<file path="config.mk">
export PLATFORM = sky130hd
export DESIGN_NAME = bus_transfer_controller_flat
export DESIGN_NICKNAME = d
export VERILOG_FILES = /design/src/rtl/bus_transfer_if.sv /design/src/rtl/bus_transfer_controller.sv /design/src/flat_wrapper.sv
export SDC_FILE = /design/constraint.sdc
export NUM_CORES = 1
export LEC_CHECK = 0
export BUFFER_PORTS_ARGS = -buffer_cell sky130_fd_sc_hd__buf_2
export CORE_MARGIN = 1.5
export CORE_UTILIZATION = 45
export DETAILED_ROUTE_END_ITERATION = 12
export PLACE_DENSITY = 0.73
export SETUP_SLACK_MARGIN = 0.2
export SLEW_MARGIN = 40
export SYNTH_ARGS = -nofsm -noshare
export SYNTH_HDL_FRONTEND = slang
export SYNTH_SLANG_ARGS = --single-unit
</file>
<file path="constraint.sdc">
create_clock -name clock -period 2.5 [get_ports clock]
set_input_delay 0.5 -clock clock [delete_from_list [all_inputs] [get_ports clock]]
set_output_delay 0.5 -clock clock [all_outputs]
set_load 0.02 [all_outputs]
</file>
<file path="src/rtl/bus_transfer_if.sv">
// bus_transfer_if: request handshake and register-bank bus between control unit and transfer controller
interface bus_transfer_if #(
   parameter int NUM_REGS = 4,
   parameter int SEL_W    = 2,
   parameter int DATA_W   = 8
);
   logic                         start;
   logic [1:0]                   op;
   logic [SEL_W-1:0]             src_sel;
   logic [SEL_W-1:0]             dst_sel;
   logic [DATA_W-1:0]            imm;
   logic [NUM_REGS*DATA_W-1:0]   reg_values;
   logic [NUM_REGS-1:0]          read_data;
   logic [NUM_REGS-1:0]          write_data;
   logic [DATA_W-1:0]            data_bus;
   logic [DATA_W-1:0]            result;
   logic                         busy;
   logic                         done;
   logic                         err;
   modport master (
      input  start, op, src_sel, dst_sel, imm, reg_values,
      output read_data, write_data, data_bus, result, busy, done, err
   );
   modport slave (
      output start, op, src_sel, dst_sel, imm, reg_values,
      input  read_data, write_data, data_bus, result, busy, done, err
   );
endinterface

</file>
<file path="src/rtl/bus_transfer_controller.sv">
// bus_transfer_controller: sequences one-hot register strobes for MOV, LOAD and READ transfers
module bus_transfer_controller #(
   parameter int NUM_REGS = 4,
   parameter int SEL_W    = 2,
   parameter int DATA_W   = 8
) (
   input  logic           clock,
   input  logic           reset,
   bus_transfer_if.master bus
);
   typedef enum logic [2:0] {IDLE, READ, CAPTURE, WRITE, DONE} state_t;
   state_t              state;
   logic [1:0]          op_q;
   logic [SEL_W-1:0]    src_q, dst_q;
   logic [DATA_W-1:0]   xfer, slice;
   logic                src_ok, dst_ok, ok;
   assign slice    = bus.reg_values[int'(src_q)*DATA_W +: DATA_W];
   assign src_ok   = int'(bus.src_sel) < NUM_REGS;
   assign dst_ok   = int'(bus.dst_sel) < NUM_REGS;
   assign bus.busy = state != IDLE;
   always_comb ok = bus.op == 2'b00 ? src_ok && dst_ok :
                    bus.op == 2'b01 ? dst_ok :
                    bus.op == 2'b10 ? src_ok : 1'b0;
   always_ff @(posedge clock) begin
      if (reset) begin
         state          <= IDLE;
         op_q           <= '0;
         src_q          <= '0;
         dst_q          <= '0;
         xfer           <= '0;
         bus.read_data  <= '0;
         bus.write_data <= '0;
         bus.data_bus   <= '0;
         bus.result     <= '0;
         bus.done       <= 1'b0;
         bus.err        <= 1'b0;
      end else begin
         case (state)
            IDLE: if (bus.start) begin
               op_q  <= bus.op;
               src_q <= bus.src_sel;
               dst_q <= bus.dst_sel;
               if (!ok) begin
                  state   <= DONE;
                  bus.done <= 1'b1;
                  bus.err  <= 1'b1;
               end else if (bus.op == 2'b01) begin
                  state          <= WRITE;
                  xfer           <= bus.imm;
                  bus.data_bus   <= bus.imm;
                  bus.write_data <= NUM_REGS'(1) << bus.dst_sel;
               end else begin
                  state         <= READ;
                  bus.read_data <= NUM_REGS'(1) << bus.src_sel;
               end
            end
            READ: begin
               bus.read_data <= '0;
               state         <= CAPTURE;
            end
            // register output settled after the read strobe; latch it here
            CAPTURE: begin
               xfer <= slice;
               if (op_q == 2'b00) begin
                  state          <= WRITE;
                  bus.data_bus   <= slice;
                  bus.write_data <= NUM_REGS'(1) << dst_q;
               end else begin
                  state      <= DONE;
                  bus.result <= slice;
                  bus.done   <= 1'b1;
               end
            end
            WRITE: begin
               bus.write_data <= '0;
               bus.data_bus   <= '0;
               bus.result     <= xfer;
               bus.done       <= 1'b1;
               state          <= DONE;
            end
            DONE: begin
               bus.done <= 1'b0;
               bus.err  <= 1'b0;
               state    <= IDLE;
            end
            default: state <= IDLE;
         endcase
      end
   end
endmodule

</file>
<file path="src/flat_wrapper.sv">
// flat-port wrapper written by rule: the top's interface ports become plain ports
module bus_transfer_controller_flat 
#(
   parameter int NUM_REGS = 4,
   parameter int SEL_W    = 2,
   parameter int DATA_W   = 8
)
  (clock, reset, bus_start, bus_op, bus_src_sel, bus_dst_sel, bus_imm, bus_reg_values, bus_read_data, bus_write_data, bus_data_bus, bus_result, bus_busy, bus_done, bus_err);
  bus_transfer_if #(.NUM_REGS(NUM_REGS), .SEL_W(SEL_W), .DATA_W(DATA_W)) bus_i ();
  input  logic clock;
  input  logic reset;
  input wire logic [$bits(bus_i.start)-1:0] bus_start;
  input wire logic [$bits(bus_i.op)-1:0] bus_op;
  input wire logic [$bits(bus_i.src_sel)-1:0] bus_src_sel;
  input wire logic [$bits(bus_i.dst_sel)-1:0] bus_dst_sel;
  input wire logic [$bits(bus_i.imm)-1:0] bus_imm;
  input wire logic [$bits(bus_i.reg_values)-1:0] bus_reg_values;
  output wire logic [$bits(bus_i.read_data)-1:0] bus_read_data;
  output wire logic [$bits(bus_i.write_data)-1:0] bus_write_data;
  output wire logic [$bits(bus_i.data_bus)-1:0] bus_data_bus;
  output wire logic [$bits(bus_i.result)-1:0] bus_result;
  output wire logic [$bits(bus_i.busy)-1:0] bus_busy;
  output wire logic [$bits(bus_i.done)-1:0] bus_done;
  output wire logic [$bits(bus_i.err)-1:0] bus_err;
  assign bus_i.start = bus_start;
  assign bus_i.op = bus_op;
  assign bus_i.src_sel = bus_src_sel;
  assign bus_i.dst_sel = bus_dst_sel;
  assign bus_i.imm = bus_imm;
  assign bus_i.reg_values = bus_reg_values;
  assign bus_read_data = bus_i.read_data;
  assign bus_write_data = bus_i.write_data;
  assign bus_data_bus = bus_i.data_bus;
  assign bus_result = bus_i.result;
  assign bus_busy = bus_i.busy;
  assign bus_done = bus_i.done;
  assign bus_err = bus_i.err;
  bus_transfer_controller #(.NUM_REGS(NUM_REGS), .SEL_W(SEL_W), .DATA_W(DATA_W)) u_core (.clock(clock), .reset(reset), .bus(bus_i));
endmodule
</file>
==> metrics <==
syn_nets 266; CTS max path bufs 2; first-pass GRT wire length 8130 microns; EDFF count, synth 0; Num CTS Buffers 5; Ports 76; die height 73.3 microns; most area-consuming cells after synthesis dfxtp_1, mux4_2, a311oi_2; PortBufs 75; FMAX 528 MHz; gr usage total 0.198; CTS Hold Bufs 0; pre-CTS WS 0.591 ns; WS Path Type reg -> reg; die area 5380 sq um; final hold vios 0; post-synth cell types 47; placed cells 346; Inserted Diodes 0; min cycle time layout 1.89 ns; Worst Skew 0.00931 ns; CTS tree built; max cap viols 0; clock tree sinks 43; ys flop type dfxtp_1; Worst-Skew Late Latency 0.30 ns; Yosys top cell by area dfxtp_1; fraction of layout cells with a size suffix above 1 0.397; Vias/cell 5.32; outcome completed; postcts setup bufs 0; top-area cell type share of the netlist area 0.387; Synth Register Bits 43; H-Tree Depth 2; Max Slew Vio Count 0; CP endpoint kind flop; final WL 5190 microns; leakage power 0.00114 uW; RSZ-0062 raised after global routing no; Area Overhead vs Synth 19.6%; via count of the routed design 1884; initial DRC count 111; Initial Utilization 0.468; CTS root buf clkbuf_8; final core occ 0.560; Die Span X 73.3 microns; hold crit path type reg -> reg; final worst slack 0.605 ns; DP Wirelength 3890 microns; row count 25; CP max FO 24; clock-pin slew on the worst setup and hold paths 0.09 ns; GP Congestion 0.909; DR DRC count 0; Req. time, crit path 2.72 ns; final setup TNS 0 ns; worst slew pin tran 0.692 ns; Slew headroom 0.539; Tcrit/Tclk final 0.758; largest net degree at the start of global routing 25; yosys synthesis warning count 0; Core Footprint 4750 sq um; Worst Path Arrival 2.12 ns; 1st-pass router iterations 4; endpoints failing setup 0; initial antenna violation count 0; Fillers 459; Post-Synthesis Cells 217; VDD IR max 0.352 mV; Final Instance Count excl. Fillers 354; GRT overflow 0; Mean Syn Cell Area 10.3 sq um; Resize count post-CTS 0; Post-synth top cells dfxtp_1, nor2_1, nand2_1, and2_1; sequential share of the synthesized area 0.387; pwr/cell area 694 nW/um^2; antenna-violating nets left 0; Post-Syn Area 2230 sq um; Post-synth ARST share 0; fin nets 335; final hold slack 0.458 ns; count leader, synth dfxtp_1; WL/cell 14.6 microns; vias in the first global route 1781; Setup crit start kind flop
report_power, final:
part | internal, uW | total (uW) | switching, uW
clock network | 195 | 441 | 246
registers | 765 | 842 | 77.5
logic | 250 | 565 | 314
total | 1210 | 1850 | 638
logic make-up after synthesis:
logic type | share of synthesized area
DFF | 0.387
and+or+nand+nor | 0.237
muxes | 0.117
AOI/OAI and AO/OA | 0.200
buffers and inverters | 0.0601
worst paths after layout:
check | slack, ns | start | depth (start not counted) | endpoint
setup reg to reg | 0.61 | u_core.state[2] | 5 | u_core.bus.data_bus[4]
setup / recovery | 0.61 | u_core.state[2] | 5 | u_core.bus.data_bus[4]
hold / removal | 0.46 | u_core.bus.read_data[0] | 2 | u_core.bus.read_data[0]
hold reg to reg | 0.46 | u_core.bus.read_data[0] | 2 | u_core.bus.read_data[0]
metal layers:
metal | global-route usage | share of wire | vias to the layer above
met5 | 0 | 0 | -
met4 | 0.0864 | 0.018 | 0
met3 | 0.0384 | 0.041 | 10
met2 | 0.351 | 0.50 | 49
met1 | 0.233 | 0.44 | 887
li1 | - | - | 938
state kept, by name (all words and copies together) (netlist names):
| register | cells |
|---|---|
| u_core.xfer | 8 |
| u_core.dst_q | 2 |
| u_core.bus.read_data | 4 |
| u_core.src_q | 2 |
| u_core.bus.err | 1 |
| u_core.bus.result | 8 |
| u_core.bus.data_bus | 8 |
| u_core.op_q | 2 |
| u_core.bus.write_data | 4 |
| u_core.state | 3 |
| u_core.bus.done | 1 |
layout make-up:
| class | instances | area, sq um | area share |
|---|---|---|---|
| tap | 67 | 83.8 | 0.0315 |
| clock buffer | 6 | 72.6 | 0.0273 |
| timing repair buffer | 77 | 390 | 0.147 |
| clock inverter | 2 | 12.5 | 0.00470 |
| multi-input combinational | 156 | 1230 | 0.462 |
| sequential | 43 | 861 | 0.323 |
| inverter | 3 | 11.3 | 0.00423 |
through the flow:
stage	power [uW]	cell area, sq um
6_report	1850	2660
2_1_floorplan	1300	2230
5_1_grt	1950	2660
3_5_place_dp	1420	2580
3_3_place_gp	1410	2580
4_1_cts	1860	2660
cells in the final DEF, fill, tap and decap left out, drive strengths merged:
master / n
a311oi: 16
a2bb2oi: 1
clkinv: 1
o21ba: 1
o21ai: 2
nand2: 21
nor3b: 4
nand2b: 9
or4: 1
a21oi: 9
a31o: 1
a21o: 1
clkinvlp: 1
nand3b: 2
nor3: 4
dfxtp: 43
and3: 1
nor2b: 1
nor2: 30
and2: 11
mux2i: 8
or2: 1
or4b: 2
a211oi: 3
a221o: 8
nand3: 1
mux4: 8
o22ai: 1
clkbuf: 6
or2b: 3
inv: 3
buf: 77
nor4bb: 1
a31oi: 3
nand4bb: 1
and2b: 1
worst max-delay path, cell delays in order (launching register included):
cell	delay, ns
dfxtp_1	0.47
nor3_4	0.29
inv_2	0.09
o22ai_4	0.56
nor2_1	0.13
a311oi_2	0.27
Note: power is estimated with default switching activity, not from simulation.
